**config.mk**
```make
export PLATFORM = sky130hd
export DESIGN_NAME = pifo_sched_flat
export DESIGN_NICKNAME = d
export VERILOG_FILES = /design/src/rtl/pifo_pkg.sv /design/src/rtl/pifo_sched_if.sv /design/src/rtl/pifo_sched_rr_arb.sv /design/src/rtl/pifo_sched.sv /design/src/flat_wrapper.sv
export SDC_FILE = /design/constraint.sdc
export NUM_CORES = 1
export LEC_CHECK = 0
export BUFFER_PORTS_ARGS = -buffer_cell sky130_fd_sc_hd__buf_2
export CAP_MARGIN = 40
export CORE_MARGIN = 2
export CORE_UTILIZATION = 29
export CTS_BUF_LIST = sky130_fd_sc_hd__clkbuf_4 sky130_fd_sc_hd__clkbuf_8
export CTS_CLUSTER_DIAMETER = 200
export DETAILED_ROUTE_END_ITERATION = 12
export PLACE_DENSITY = 0.66
export SLEW_MARGIN = 25
export SYNTH_ARGS = -nofsm -noshare
export SYNTH_HDL_FRONTEND = slang
export SYNTH_SLANG_ARGS = --single-unit
```
**constraint.sdc**
```tcl
create_clock -name clk -period 3.8 [get_ports clk]
set_input_delay 0.76 -clock clk [delete_from_list [all_inputs] [get_ports clk]]
set_output_delay 0.76 -clock clk [all_outputs]
set_load 0.01 [all_outputs]
```
**src/rtl/pifo_pkg.sv**
```systemverilog
// pifo_pkg
//   Shared constants for the 16-entry register PIFO and its ingress scheduler,
//   plus helpers that split the 12-bit PIFO meta word into {port, tag}.
//   Meta layout: port field in the top bits (MSB = META_PORT_MSB), tag below.
package pifo_pkg;

   localparam int PIFO_RANK_W   = 16;
   localparam int PIFO_META_W   = 12;
   localparam int PIFO_DEPTH    = 16;
   localparam int META_PORT_MSB = PIFO_META_W - 1;

   // Width of the port field for a requester count (never below one bit).
   function automatic int port_w(input int nports);
      return (nports > 1) ? $clog2(nports) : 1;
   endfunction

   // Tag width left over once the port field is taken from the meta word.
   function automatic int tag_w(input int nports);
      return PIFO_META_W - port_w(nports);
   endfunction

endpackage

```
**src/rtl/pifo_sched_if.sv**
```systemverilog
// pifo_sched_if
//   Ingress (NPORTS ranked requesters, flattened) and egress (single
//   valid/ready stream) handshake bundle of the PIFO scheduler.
//   master : traffic source/sink side (drives in_*, out_ready)
//   slave  : the scheduler (drives in_ready, out_*)
interface pifo_sched_if
   import pifo_pkg::*;
#(
   parameter int NPORTS = 4,
   parameter int RANK_W = 16,
   parameter int TAG_W  = 10
);
   localparam int PW = port_w(NPORTS);

   logic [NPORTS-1:0]        in_valid;
   logic [NPORTS-1:0]        in_ready;
   logic [NPORTS*RANK_W-1:0] in_rank;
   logic [NPORTS*TAG_W-1:0]  in_tag;
   logic                     out_valid;
   logic                     out_ready;
   logic [RANK_W-1:0]        out_rank;
   logic [PW-1:0]            out_port;
   logic [TAG_W-1:0]         out_tag;

   modport master (
      output in_valid, in_rank, in_tag, out_ready,
      input  in_ready, out_valid, out_rank, out_port, out_tag
   );

   modport slave (
      input  in_valid, in_rank, in_tag, out_ready,
      output in_ready, out_valid, out_rank, out_port, out_tag
   );
endinterface

```
**src/rtl/pifo_sched_rr_arb.sv**
```systemverilog
// pifo_sched_rr_arb
//   Round-robin arbiter. Searches req starting at the pointer; the pointer
//   moves to winner+1 only when advance is strobed.
//   clk, rst (async, active-low) | req in | advance in |
//   grant (one-hot) out | grant_idx out | grant_any out
module pifo_sched_rr_arb
   import pifo_pkg::*;
#(
   parameter int NPORTS = 4
) (
   input  logic                      clk,
   input  logic                      rst,
   input  logic [NPORTS-1:0]         req,
   input  logic                      advance,
   output logic [NPORTS-1:0]         grant,
   output logic [port_w(NPORTS)-1:0] grant_idx,
   output logic                      grant_any
);
   localparam int PW = port_w(NPORTS);

   logic [PW-1:0] ptr_r;
   logic [PW-1:0] cand_s;

   // Priority search from ptr_r; NPORTS is a power of two so index math wraps.
   always_comb begin
      grant_idx = '0;
      grant_any = 1'b0;
      cand_s    = '0;
      for (int i = 0; i < NPORTS; i++) begin
         cand_s    = ptr_r + PW'(i);
         grant_idx = (req[cand_s] && !grant_any) ? cand_s : grant_idx;
         grant_any = grant_any | req[cand_s];
      end
      grant = grant_any ? (NPORTS'(1) << grant_idx) : '0;
   end

   // Pointer register: moves past the winner on an accepted or dropped transfer.
   always_ff @(posedge clk or negedge rst) begin
      if (!rst) begin
         ptr_r <= '0;
      end else if (advance) begin
         ptr_r <= grant_idx + PW'(1);
      end
   end
endmodule

```
**src/rtl/pifo_sched.sv**
```systemverilog
// pifo_sched
//   Ingress scheduler for the 16-entry register PIFO placed beside it.
//   Arbitrates NPORTS requesters onto the PIFO insert port, interleaves
//   insert/remove (never both in one cycle) and drains the PIFO head into a
//   registered valid/ready egress stage.
//   Ports: clk, rst (async, active-low) | io (pifo_sched_if.slave: in_*, out_*)
//          pifo_insert/pifo_remove/pifo_rank_in/pifo_meta_in (commands to PIFO)
//          pifo_valid_out/pifo_empty/pifo_full/pifo_rank_out/pifo_meta_out (PIFO state)
//          drop_cnt (only with PIFO_SCHED_DROP_EN): per-port saturating drop counters
//   Optional build macro: PIFO_SCHED_DROP_EN -- drop ingress packets while the
//   PIFO is full instead of back-pressuring.
module pifo_sched
   import pifo_pkg::*;
#(
   parameter int NPORTS = 4,
   parameter int RANK_W = 16,
   parameter int TAG_W  = 10
) (
   input  logic                   clk,
   input  logic                   rst,
   pifo_sched_if.slave            io,
   output logic                   pifo_insert,
   output logic                   pifo_remove,
   output logic [PIFO_RANK_W-1:0] pifo_rank_in,
   output logic [PIFO_META_W-1:0] pifo_meta_in,
   input  logic                   pifo_valid_out,
   input  logic                   pifo_empty,
   input  logic                   pifo_full,
   input  logic [PIFO_RANK_W-1:0] pifo_rank_out,
   input  logic [PIFO_META_W-1:0] pifo_meta_out
`ifdef PIFO_SCHED_DROP_EN
   ,
   output logic [NPORTS*16-1:0]   drop_cnt
`endif
);
   localparam int PW = port_w(NPORTS);

   logic [NPORTS-1:0] grant_s;
   logic [PW-1:0]     win_idx_s;
   logic              win_any_s;
   logic              rem_req_s;
   logic              ins_req_s;
   logic              do_rem_s;
   logic              ins_slot_s;
   logic              do_ins_s;
   logic              last_was_remove_r;
   logic              out_valid_r;
   logic [RANK_W-1:0] out_rank_r;
   logic [PW-1:0]     out_port_r;
   logic [TAG_W-1:0]  out_tag_r;
`ifdef PIFO_SCHED_DROP_EN
   logic              drop_s;
   logic [NPORTS-1:0][15:0] drop_cnt_r;
`endif

   pifo_sched_rr_arb #(.NPORTS(NPORTS)) u_arb (
      .clk       (clk),
      .rst       (rst),
      .req       (io.in_valid),
      .advance   (ins_slot_s),
      .grant     (grant_s),
      .grant_idx (win_idx_s),
      .grant_any (win_any_s)
   );

   // Slot selection: one PIFO command per cycle, alternating under contention.
   always_comb begin
      rem_req_s = pifo_valid_out && !pifo_empty && (!out_valid_r || io.out_ready);
`ifdef PIFO_SCHED_DROP_EN
      ins_req_s = win_any_s;
`else
      // A full PIFO cannot take an insert, so it does not compete for the slot.
      ins_req_s = win_any_s && !pifo_full;
`endif
      do_rem_s   = rem_req_s && !(ins_req_s && last_was_remove_r);
      ins_slot_s = ins_req_s && !do_rem_s;
`ifdef PIFO_SCHED_DROP_EN
      drop_s   = ins_slot_s && pifo_full;
      do_ins_s = ins_slot_s && !pifo_full;
`else
      do_ins_s = ins_slot_s;
`endif
   end

   assign io.in_ready  = ins_slot_s ? grant_s : '0;
   assign pifo_insert  = do_ins_s;
   assign pifo_remove  = do_rem_s;
   assign pifo_rank_in = do_ins_s ? io.in_rank[win_idx_s*RANK_W +: RANK_W] : '0;
   assign pifo_meta_in = do_ins_s ? {win_idx_s, io.in_tag[win_idx_s*TAG_W +: TAG_W]} : '0;

   // Remembers which command took the previous slot; remove wins after reset.
   always_ff @(posedge clk or negedge rst) begin
      if (!rst) begin
         last_was_remove_r <= 1'b0;
      end else begin
         last_was_remove_r <= do_rem_s;
      end
   end

   // Egress register: captures the pre-removal head; drain and refill may coincide.
   always_ff @(posedge clk or negedge rst) begin
      if (!rst) begin
         out_valid_r <= 1'b0;
         out_rank_r  <= '0;
         out_port_r  <= '0;
         out_tag_r   <= '0;
      end else if (do_rem_s) begin
         out_valid_r <= 1'b1;
         out_rank_r  <= pifo_rank_out;
         out_port_r  <= pifo_meta_out[META_PORT_MSB -: PW];
         out_tag_r   <= pifo_meta_out[TAG_W-1:0];
      end else if (io.out_ready) begin
         out_valid_r <= 1'b0;
      end
   end

   assign io.out_valid = out_valid_r;
   assign io.out_rank  = out_rank_r;
   assign io.out_port  = out_port_r;
   assign io.out_tag   = out_tag_r;

`ifdef PIFO_SCHED_DROP_EN
   // Per-port drop counters, saturating at all-ones.
   always_ff @(posedge clk or negedge rst) begin
      if (!rst) begin
         drop_cnt_r <= '0;
      end else if (drop_s && (drop_cnt_r[win_idx_s] != 16'hFFFF)) begin
         drop_cnt_r[win_idx_s] <= drop_cnt_r[win_idx_s] + 16'd1;
      end
   end

   assign drop_cnt = drop_cnt_r;
`endif
endmodule
```
**src/flat_wrapper.sv**
```systemverilog
// flat-port wrapper written by rule: the top's interface ports become plain ports
module pifo_sched_flat import pifo_pkg::*;
#(
   parameter int NPORTS = 4,
   parameter int RANK_W = 16,
   parameter int TAG_W  = 10
)
  (clk, rst, pifo_insert, pifo_remove, pifo_rank_in, pifo_meta_in, pifo_valid_out, pifo_empty, pifo_full, pifo_rank_out, pifo_meta_out, io_in_valid, io_in_rank, io_in_tag, io_out_ready, io_in_ready, io_out_valid, io_out_rank, io_out_port, io_out_tag);
  pifo_sched_if #(.NPORTS(NPORTS), .RANK_W(RANK_W), .TAG_W(TAG_W)) io_i ();
  input  logic clk;
  input  logic rst;
  output logic pifo_insert;
  output logic pifo_remove;
  output logic [PIFO_RANK_W-1:0] pifo_rank_in;
  output logic [PIFO_META_W-1:0] pifo_meta_in;
  input  logic pifo_valid_out;
  input  logic pifo_empty;
  input  logic pifo_full;
  input  logic [PIFO_RANK_W-1:0] pifo_rank_out;
  input  logic [PIFO_META_W-1:0] pifo_meta_out;
  input wire logic [$bits(io_i.in_valid)-1:0] io_in_valid;
  input wire logic [$bits(io_i.in_rank)-1:0] io_in_rank;
  input wire logic [$bits(io_i.in_tag)-1:0] io_in_tag;
  input wire logic [$bits(io_i.out_ready)-1:0] io_out_ready;
  output wire logic [$bits(io_i.in_ready)-1:0] io_in_ready;
  output wire logic [$bits(io_i.out_valid)-1:0] io_out_valid;
  output wire logic [$bits(io_i.out_rank)-1:0] io_out_rank;
  output wire logic [$bits(io_i.out_port)-1:0] io_out_port;
  output wire logic [$bits(io_i.out_tag)-1:0] io_out_tag;
  assign io_i.in_valid = io_in_valid;
  assign io_i.in_rank = io_in_rank;
  assign io_i.in_tag = io_in_tag;
  assign io_i.out_ready = io_out_ready;
  assign io_in_ready = io_i.in_ready;
  assign io_out_valid = io_i.out_valid;
  assign io_out_rank = io_i.out_rank;
  assign io_out_port = io_i.out_port;
  assign io_out_tag = io_i.out_tag;
  pifo_sched #(.NPORTS(NPORTS), .RANK_W(RANK_W), .TAG_W(TAG_W)) u_core (.clk(clk), .rst(rst), .io(io_i), .pifo_insert(pifo_insert), .pifo_remove(pifo_remove), .pifo_rank_in(pifo_rank_in), .pifo_meta_in(pifo_meta_in), .pifo_valid_out(pifo_valid_out), .pifo_empty(pifo_empty), .pifo_full(pifo_full), .pifo_rank_out(pifo_rank_out), .pifo_meta_out(pifo_meta_out));
endmodule
```
# Yosys cells after proc, flatten, opt, wreduce, memory -nomap -nowiden

Cells that the tools add are included.

Bitwise logic cells: 3
$mul: 1
Add/sub/neg operators: 4
Reductions and logical operators: 19
Muxes and demuxes: 18
$lt $le $gt $ge: 4
Shift operators: 3

Operators with widths:

| kind                                                                         | number |
|---|---|
| 64-bit by 7-bit variable part select with 16-bit output                      | 1 |
| 40-bit by 7-bit variable part select with 10-bit output                      | 1 |
| 16-bit two-way mux                                                           | 1 |
| 2-bit by 3-bit less-than comparator with 1-bit output, second input constant | 4 |
| 12-bit two-way mux                                                           | 1 |
| 1-bit logical AND                                                            | 9 |
| 1-bit binary-select mux with 2-bit select                                    | 4 |
| 1-bit logical NOT                                                            | 8 |
| 2-bit two-way mux                                                            | 4 |
| 4-bit two-way mux                                                            | 2 |
| 1-bit two-way mux                                                            | 6 |
| 2-bit by 3-bit multiplier with 5-bit output, second input constant           | 1 |
| 2-bit by 1-bit adder with 2-bit output, second input constant                | 2 |
| 2-bit adder, second input constant                                           | 2 |
| 1-bit by 2-bit << shifter with 4-bit output, first input constant            | 1 |
| 1-bit OR                                                                     | 3 |
| 2-bit nonzero test                                                           | 1 |
| 1-bit logical OR                                                             | 1 |

Output and inout bits: 63
Bits of input ports: 142
Register bits: 32
Logic and storage cells: 58

# Logic depth before layout (Yosys ltp)

Gate-level depths: netlist of run 1.

Depth in word-level cells: 13
Gate-level depth with buffers: 8
Gate-level depth less buffers: 7

# Cells and area by module

Synthesis of run 1 repeated with hierarchy kept, for this count alone.

Cells, all modules: 184
Area total of the unflattened synthesis: 2331.0 sq um

Modules (own cells, without submodules):

| module            | sequential area each (sq um) | area each (sq um) | times used | cells each |
|---|---|---|---|---|
| pifo_sched        | 750.7                        | 2065.7            | 1          | 143 |
| pifo_sched_rr_arb | 50.0                         | 265.3             | 1          | 41 |

# Worst setup path after synthesis of run 1

No wires, ideal clock.

Path type: in2out
Start point: in io_in_valid[2]
End point: out pifo_rank_in[10]
Setup slack: 1135 ps
Cell stages on the path: 7
Buffers on the path: 2
Arrival: 1905 ps
Required time: 3040 ps
Cells stage by stage: inv_1 -> o22ai_1 -> a211o_1 -> nand2b_4 -> buf_6 -> buf_6 -> o22ai_1

Longest elaborated chain between the ends: 12
Elaborated cells on any way between the ends: 29
Classes of those cells: shift (1); mux (13); bitwise (3); reduce/logical (12)

RTL lines:

| what                                                                                             | line               | text |
|---|---|---|
| from (decl)                                                                                      | flat_wrapper.sv:21 | `input wire logic [$bits(io_i.in_valid)-1:0] io_in_valid;` |
| branches (longest 11 deep; another with 64-bit by 7-bit variable part select with 16-bit output) | --                 |  |
| 16-bit two-way mux *                                                                             | pifo_sched.sv:88   | `assign pifo_rank_in = do_ins_s ? io.in_rank[win_idx_s*RANK_W +: RANK_W] : '0;` |
| to (decl)                                                                                        | flat_wrapper.sv:14 | `output logic [PIFO_RANK_W-1:0] pifo_rank_in;` |

Mark *: on every way between the ends. The select of a mux whose other input is x is not followed.

# Worst setup path after layout of run 1

Start point: in io_in_valid[0]
End point: out io_in_ready[0]

Longest elaborated chain between the ends: 12
Elaborated cells on any way between the ends: 30
Classes of those cells: shift (1); mux (14); bitwise (3); reduce/logical (12)

RTL lines:

| what                                      | line                                             | text |
|---|---|---|
| 1-bit binary-select mux with 2-bit select | pifo_sched_rr_arb.sv:31, pifo_sched_rr_arb.sv:32 |  |
| 1-bit two-way mux (not written as such)   | pifo_sched_rr_arb.sv:31, pifo_sched_rr_arb.sv:32 |  |
| 1-bit OR (3 in a row)                     | pifo_sched_rr_arb.sv:32                          | `grant_any = grant_any \| req[cand_s];` |
| 1-bit logical AND                         | pifo_sched.sv:73                                 | `ins_req_s = win_any_s && !pifo_full;` |
| 1-bit logical AND                         | pifo_sched.sv:75                                 | `do_rem_s = rem_req_s && !(ins_req_s && last_was_remove_r);` |
| 1-bit logical NOT                         | pifo_sched.sv:75                                 |  |
| 1-bit logical AND                         | pifo_sched.sv:75                                 |  |
| 1-bit logical NOT                         | pifo_sched.sv:76                                 | `ins_slot_s = ins_req_s && !do_rem_s;` |
| 1-bit logical AND                         | pifo_sched.sv:76                                 |  |
| 4-bit two-way mux *                       | pifo_sched.sv:85                                 | `assign io.in_ready = ins_slot_s ? grant_s : '0;` |
| to (decl)                                 | flat_wrapper.sv:25                               | `output wire logic [$bits(io_i.in_ready)-1:0] io_in_ready;` |

Every way passes the cells marked *; elsewhere a longest branch is shown, timed or not. The select of a mux whose other input is x is not followed.

==> results of run 1 <==
==> metrics by stage <==
stage	cells	utilization, %	worst slack (ns)
detailed placement	484	44.4	0.673
global route	492	46.0	0.565
floorplan	192	-	1.13
global placement	484	44.4	0.718
CTS	492	46.0	0.676
finish	492	46.0	0.668
==> Yosys cell counts <==
cell      number
a211o_1        1
a21o_1         2
a21oi_1        2
a21oi_2        1
a31oi_1        1
and2_1         4
buf_2          5
buf_6          9
dfrtp_1       32
ha_1           4
inv_1          5
inv_2          2
mux2_1        28
mux2i_1       52
nand2_1        5
nand2b_1       2
nand2b_2       1
nand2b_4       1
nand3b_1       1
nor2_1         2
nor2b_1        1
o21ai_0        2
o21ai_2        1
o22a_1         1
o22ai_1       27
==> registers in the layout, summed over array words and instances (netlist names) <==
| signal | count |
|---|---|
| u_core.io.out_port | 2 |
| u_core.io.out_rank | 16 |
| u_core.io.out_tag | 10 |
| u_core.io.out_valid | 1 |
| u_core.last_was_remove_r | 1 |
| u_core.u_arb.ptr_r | 2 |
==> per-layer routing <==
| metal | routed length, um | up-vias |
|---|---|---|
| met3 | 708 | 5 |
| met2 | 3830 | 110 |
| li1 | - | 1114 |
| met1 | 2650 | 1091 |
| met4 | 51 | 0 |
| met5 | 0 | - |
==> kinds of logic after synthesis <==
logic type,after synthesis,share of synthesized area (%)
mux,80,38.3
fa+ha+maj,4,2.29
buf+inv,21,6.99
simple gates,17,4.58
flops,32,36.7
compound gates,38,11.2
==> worst max-delay path by stage <==
stage	from	to	slack (ns)	cells past startpoint
5_1_grt	io_in_valid[0]	io_in_ready[0]	0.56	9
4_1_cts	io_in_valid[0]	io_in_ready[0]	0.68	9
3_5_place_dp	io_in_valid[0]	io_in_ready[0]	0.67	9
6_report	io_in_valid[0]	io_in_ready[0]	0.67	9
3_3_place_gp	io_in_valid[0]	io_in_ready[0]	0.72	9
2_1_floorplan	io_in_valid[2]	pifo_rank_in[10]	1.13	7
==> final cells by class <==
cell class	count	area, um2	area share [%]
timing repair buffer	207	1060	31.5
inverter	7	26.3	0.784
multi-input combinational	139	1230	36.8
tap	99	124	3.70
sequential	32	801	23.9
clock buffer	6	76.3	2.28
clock inverter	2	35.0	1.05
==> worst max-delay path, cell delays in order <==
cell and delay [ns]:
buf_2 0.12, a21o_1 0.18, a21oi_1 0.15, o22a_2 0.19, buf_12 0.30, inv_1 0.14, ha_1 0.19, and2_1 0.14
buf_2 0.14
==> power by group through the flow <==
stage	clock network [mW]	registers, mW	logic (mW)
after CTS	0.330	0.459	0.833
after detailed placement	0	0.464	0.832
after global placement	0	0.461	0.817
final	0.322	0.458	0.818
after global routing	0.342	0.467	0.888
after floorplan	0	0.491	0.532
==> impl_metrics.yaml, run 1 <==
timing:
  timing.setup.tns_ns: 0
  min_period_ns: 3.13
  finalSetupViolations: 0
  rsz0062_at_grt: "false"
  maxSlewHeadroom_pct: 53.8
  skew_ns: 0.00535
  finalMaxSlewViolations: 0
  finalHoldViolCount: 0
  max_slew.worst_pin.slew_ns: 0.693
  holdWs_ns: 0.483
  post-route-period-util_pct: 82.4
  max_freq_ghz: 0.319
critical_path:
  critPathKind: "in -> out"
  critPathMaxFanout: 55
  r2r_setup_slack_ns: 1.97
  worstSetupStartpointType: "input pin"
  worstSetupEndpointType: "primary output"
  rr_worst_depth: 7
  r2r-start: "u_core.u_arb.ptr_r[1]"
  r2r-end: "u_core.u_arb.ptr_r[1]"
  cp.arrival_ns: 2.37
  crit_required_ns: 3.04
global_routing:
  antenna_found_initial: 0
  grt_max_degree: 56
  gr-usage-met2_pct: 30.3
  grt_pass1_vias: 2146
  gr-total-overflow: 0
  grt_use_met1_pct: 17.1
  grt.busiest_layer: "met2"
  grt_util_met3_pct: 5.26
  grt_pass1_wl_um: 10700
  grtUsageTotal_pct: 16.0
place:
  place_hpwl_um: 5930
  placed_cell_area_um2: 3240
  port_buffers: 204
  gp_congestion: 0.755
logic_synthesis:
  yosysTopAreaCell: "dfrtp_1"
  ys_types: 25
  synth.avg_cell_area_um2: 11.4
  synth_cells: 192
  syn_area_um2: 2180
  ys_seq_area_share_pct: 36.7
  syn_nets: 338
  synthTopCellsByArea: "dfrtp_1 (37%), mux2i_1 (24%), mux2_1 (14%)"
  yosys_warnings: 0
  synth_top_area_share_pct: 36.7
  ys_seq_elements: 32
route:
  wire_per_inst_um: 14.7
  drt-initial-drc-count: 18
  via_per_inst: 4.72
  antenna_left: 0
  num_vias: 2320
  drc: 0
  drt_first_pass_iters: 4
  wl_um: 7240
clock_network:
  cts_setup_buffers: 0
  cts.htree.levels: 2
  cts_buffers: 5
  ctsRootBufferMaster: "clkbuf_8"
  cts.sinks: 32
  clockBufferDepth: 2
  tritoncts: "yes"
  hold_buffers: 0
  cts.clk_slew.worst_paths_ns: 0.06
  cts_resized: 0
  clk_latency_ns: 0.28
floorplan:
  dieArea_um2: 8240
  rows: 31
  core_area_um2: 7290
  start_util_pct: 30.0
  io-pin-count: 205
  chipHeight_um: 90.8
  dieWidth_um: 90.8
power_and_ir_drop:
  switchingPower_mw: 0.587
  sw_frac_of_total_pct: 36.8
  clkPwrFrac_pct: 20.2
  p_comb_share_pct: 51.2
  power.leakage_nw: 1.87
  power_mw: 1.60
  ir_drop_uv: 295
  power.density_nw_per_um2: 477
  internal_power_mw: 1.01
  seqPwrFrac_pct: 28.6
job:
  cap_viol_max_count: 0
final_layout:
  antenna-diode-count: 0
  area_growth_pct: 53.4
  final.fill_count: 758
  layout-drive-gt1-share_pct: 56.5
  final_common_cell: "buf_2"
  design_area_um2: 3350
  layout.nets: 538
  most-common-layout-cells: "buf_2 (204), mux2i_1 (52), dfrtp_1 (32), mux2_1 (28), o22ai_1 (27)"
status:
  status: "complete, no violations"
worst_hold_path:
  hold_start: "u_core.io.out_rank[11]"
  min_to: "u_core.io.out_rank[11]"
  hp-class: "reg -> reg"
  min_path_cells: 1
Note: power is estimated with default switching activity, not from simulation.
==> run 2: changes to the inputs <==
==> constraint.sdc (replaced) <==
create_clock -name clk -period 3.1 [get_ports clk]
set_input_delay 0.62 -clock clk [delete_from_list [all_inputs] [get_ports clk]]
set_output_delay 0.62 -clock clk [all_outputs]
set_load 0.01 [all_outputs]
==> impl_metrics.yaml, run 2 (same netlist as run 1, synthesis figures left out) <==
timing:
  finalMaxSlewViolations: 0
  finalSetupViolations: 0
  maxSlewHeadroom_pct: 53.1
  max_slew.worst_pin.slew_ns: 0.703
  rsz0062_at_grt: "false"
  post-route-period-util_pct: 88.6
  min_period_ns: 2.75
  max_freq_ghz: 0.364
  skew_ns: 0.00729
  finalHoldViolCount: 0
  timing.setup.tns_ns: 0
worst_hold_path:
  hp-class: "in -> async"
critical_path:
  worstSetupEndpointType: "primary output"
  r2r_setup_slack_ns: 1.56
  cp.arrival_ns: 2.13
  crit_required_ns: 2.48
  crit_path_max_incr_delay_ns: 0.45
  slowest_stage: "dfrtp_1"
  critPathKind: "reg -> out"
  critPathMaxFanout: 52
  worstSetupStartpointType: "flop"
  crit_chain: "a21o_1 > a21oi_1 > o22a_2 > buf_12 > mux2i_1 > o22ai_1 > buf_2"
route:
  num_vias: 2299
  wire_per_inst_um: 14.6
  wl_um: 7190
  antenna_left: 0
  drc: 0
  via_per_inst: 4.66
  drt-initial-drc-count: 44
  drt_first_pass_iters: 4
power_and_ir_drop:
  ir_drop_uv: 418
  power.density_nw_per_um2: 569
  power.leakage_nw: 1.87
floorplan:
  dieArea_um2: 8240
  dieWidth_um: 90.8
  core_area_um2: 7290
  rows: 31
  start_util_pct: 30.0
  chipHeight_um: 90.8
  io-pin-count: 205
global_routing:
  grt_max_degree: 53
  gr-total-overflow: 0
  antenna_found_initial: 0
  grt_pass1_wl_um: 11000
  grt_pass1_vias: 2361
  grtUsageTotal_pct: 16.5
clock_network:
  ctsRootBufferMaster: "clkbuf_8"
  cts_buffers: 5
  cts_resized: 0
  cts.sinks: 32
  hold_buffers: 0
  tritoncts: "yes"
  cts.clk_slew.worst_paths_ns: 0.07
  clockBufferDepth: 2
  clk_latency_ns: 0.28
  cts_setup_buffers: 0
  cts.htree.levels: 2
job:
  cap_viol_max_count: 0
final_layout:
  largest_reg_flops: 16
  antenna-diode-count: 0
  layout-drive-gt1-share_pct: 56.6
  layout.nets: 539
  final_common_cell: "buf_2"
  most-common-layout-cells: "buf_2 (204), mux2i_1 (52), dfrtp_1 (32), mux2_1 (28), o22ai_1 (27)"
  fin_cells: 493
  area_growth_pct: 53.1
place:
  dp.cells: 485
  gp_congestion: 0.722
  place_hpwl_um: 5940
  port_buffers: 204
status:
  status: "complete, no violations"
run 2: cell count changes in the layout (fill, tap and decap cells not counted), sizes merged:
cell / before / now
buf: 207 / 208
bufinv: 1 / 0
clkbuf: 6 / 7
clkinv: 1 / 0
clkinvlp: 0 / 1
run 2: critical path: cells and delay by family, from the launching register on:
kind | cells | cell delay (ns)
mux | 1 | 0.24
buf+inv | 2 | 0.47
flops | 1 | 0.45
compound gates | 4 | 0.66
run 2: cell type report:
type	count	area (um2)
tap	99	124
multi-input combinational	139	1230
inverter	7	26.3
fill	738	3950
sequential	32	801
clock buffer	7	90.1
timing repair buffer	208	1060
clock inverter	1	7.51
run 2: through the flow:
step	setup slack (ns)	hold slack, ns	util (%)	instance area [um2]	power [mW]
floorplan	0.715	0.324	-	2180	1.25
global placement	0.344	0.470	44.5	3250	1.57
detailed placement	0.329	0.475	44.5	3250	1.58
CTS	0.308	0.399	45.9	3340	1.93
global route	0.197	0.440	45.9	3340	2.03
finish	0.352	0.380	45.9	3340	1.90
run 2: final timing paths:
check	startpoint	to	cells after the start
worst max-delay path	u_core.u_arb.ptr_r[1]	pifo_rank_in[9]	7
max in group asynchronous	rst	u_core.u_arb.ptr_r[1]	1
worst max register to register	u_core.u_arb.ptr_r[0]	u_core.u_arb.ptr_r[1]	7
worst min-delay path	rst	u_core.io.out_tag[6]	1
worst min register to register	u_core.io.out_tag[5]	u_core.io.out_tag[5]	1
min in group clk	u_core.io.out_tag[5]	u_core.io.out_tag[5]	1
run 2: power breakdown:
part	total [mW]	switching, mW	internal [mW]
clock	0.341	0.152	0.189
sequential	0.561	0.0532	0.508
combinational	1.00	0.516	0.484
run 2: routing by layer:
layer	up-vias	wire length, um	track usage [%]
met2	130	3810	31.8
met1	1051	2470	16.4
met4	0	70	4.55
li1	1112	-	-
met5	-	0	0
met3	6	843	6.34
==> run 3: changes to the inputs <==
--- a/config.mk
+++ b/config.mk
@@ -7,6 +7,7 @@
 export LEC_CHECK = 0
 export BUFFER_PORTS_ARGS = -buffer_cell sky130_fd_sc_hd__buf_2
 export CAP_MARGIN = 40
+export CORE_ASPECT_RATIO = 1.1
 export CORE_MARGIN = 2
 export CORE_UTILIZATION = 29
 export CTS_BUF_LIST = sky130_fd_sc_hd__clkbuf_4 sky130_fd_sc_hd__clkbuf_8
==> impl_metrics.yaml, run 3 (same netlist as run 1, synthesis figures left out) <==
timing:
  max_slew.worst_pin.slew_ns: 0.702
  rsz0062_at_grt: "false"
  worst_slack_ns: 0.371
  skew_ns: 0.00796
  maxSlewHeadroom_pct: 53.2
  min_period_ns: 2.73
  finalHoldViolCount: 0
  timing.setup.tns_ns: 0
  max_freq_ghz: 0.366
  finalSetupViolations: 0
  post-route-period-util_pct: 88.0
  finalMaxSlewViolations: 0
clock_network:
  tritoncts: "yes"
  cts.htree.levels: 2
  ctsRootBufferMaster: "clkbuf_8"
  clockBufferDepth: 2
  cts.sinks: 32
  cts_resized: 0
  clk_latency_ns: 0.28
  hold_buffers: 0
  cts.clk_slew.worst_paths_ns: 0.07
  cts_setup_buffers: 0
  cts_buffers: 5
critical_path:
  r2r-end: "u_core.u_arb.ptr_r[1]"
  critPathKind: "in -> out"
  worstSetupStartpointType: "input pin"
  rr_worst_depth: 7
  slowest_stage: "buf_12"
  crit_path_max_incr_delay_ns: 0.24
  crit_chain: "buf_2 > a21o_1 > a21oi_1 > o22a_2 > buf_12 > inv_1 > ha_1 > and2_1 > buf_2"
  r2r-start: "u_core.u_arb.ptr_r[1]"
  cp-endpoint: "io_in_ready[1]"
  worstSetupEndpointType: "primary output"
  critPathMaxFanout: 33
  cp.arrival_ns: 2.11
  r2r_setup_slack_ns: 1.36
  critPathLaunch: "io_in_valid[0]"
  worst_path_most_repeated_cell: "buf_2"
  crit_required_ns: 2.48
status:
  status: "complete, no violations"
place:
  post-place-ws_ns: 0.371
  port_buffers: 204
  gp_congestion: 0.796
  place_hpwl_um: 5850
final_layout:
  area_growth_pct: 52.5
  final.fill_count: 726
  layout.nets: 539
  layout-drive-gt1-share_pct: 56.6
  most-common-layout-cells: "buf_2 (204), mux2i_1 (52), dfrtp_1 (32), mux2_1 (28), o22ai_1 (27)"
  largest_reg_flops: 16
  antenna-diode-count: 0
  final_common_cell: "buf_2"
floorplan:
  io-pin-count: 205
  rows: 33
  core_area_um2: 7390
  dieWidth_um: 86.8
  dieArea_um2: 8240
  chipHeight_um: 95.0
  start_util_pct: 29.6
route:
  drt-initial-drc-count: 27
  via_per_inst: 4.77
  met2_length_um: 3380
  wl_met1_um: 2920
  drt_first_pass_iters: 4
  num_vias: 2295
  wl_um: 7110
  antenna_left: 0
  wire_per_inst_um: 14.8
  top_layer_used: "met4"
  met3_length_um: 734
  drc: 0
power_and_ir_drop:
  power.density_nw_per_um2: 572
  seqPwrFrac_pct: 29.6
  p_comb_share_pct: 53.9
  switchingPower_mw: 0.741
  internal_power_mw: 1.16
  power.leakage_nw: 1.87
  ir_drop_uv: 405
  sw_frac_of_total_pct: 38.9
  clkPwrFrac_pct: 16.6
global_routing:
  grt_pass1_wl_um: 10300
  grt_pass1_vias: 2197
  antenna_found_initial: 0
  grtUsageTotal_pct: 16.1
  grt_max_degree: 34
  gr-total-overflow: 0
job:
  cap_viol_max_count: 0
worst_hold_path:
  hp-class: "in -> async"
[run 3: worst min path at each step]
stage	start	cells after the start	slack, ns	endpoint
global route	rst	1	0.44	u_core.io.out_port[1]
detailed placement	u_core.io.out_tag[2]	1	0.48	u_core.io.out_tag[2]
global placement	u_core.io.out_rank[1]	1	0.47	u_core.io.out_rank[1]
floorplan	rst	0	0.32	u_core.io.out_port[0]
finish	rst	1	0.38	u_core.io.out_rank[15]
CTS	rst	1	0.40	u_core.io.out_port[1]
[run 3: power groups by stage]
stage	sequential [mW]	clock, mW	combinational [mW]
2_1_floorplan	0.602	0	0.652
3_3_place_gp	0.566	0	1.02
3_5_place_dp	0.569	0	1.04
4_1_cts	0.564	0.327	1.04
5_1_grt	0.575	0.344	1.11
6_report	0.563	0.315	1.03
[run 3: metrics by stage]
step | cells | area, um2 | util, % | total power, mW | hold slack [ns]
after floorplan | 192 | 2180 | - | 1.25 | 0.324
after global placement | 473 | 3240 | 43.9 | 1.59 | 0.468
after detailed placement | 473 | 3240 | 43.9 | 1.61 | 0.476
after CTS | 481 | 3330 | 45.1 | 1.93 | 0.399
after global routing | 481 | 3330 | 45.1 | 2.03 | 0.439
final | 481 | 3330 | 45.1 | 1.90 | 0.377
[run 3: cell type report]
| cell class | count | area (um2) | share of cell area, % |
|---|---|---|---|
| Multi-Input combinational cell | 139 | 1230 | 37.0 |
| Clock inverter | 3 | 18.8 | 0.563 |
| Clock buffer | 5 | 68.8 | 2.07 |
| Tap cell | 87 | 109 | 3.27 |
| Timing Repair Buffer | 208 | 1080 | 32.3 |
| Inverter | 7 | 26.3 | 0.789 |
| Sequential cell | 32 | 801 | 24.0 |
[run 3: critical path, delay by kind of cell]
kind                       cells  cell delay, ns
adders and majority gates      1            0.19
AOI/OAI and AO/OA              3            0.55
buffers and inverters          4            0.61
and+or+nand+nor                1            0.13
[run 3: routing by layer]
layer | global-route usage [%] | up-vias
li1 | - | 1120
met1 | 19.1 | 1037
met2 | 27.9 | 131
met3 | 4.76 | 7
met4 | 4.69 | 0
met5 | 0 | -
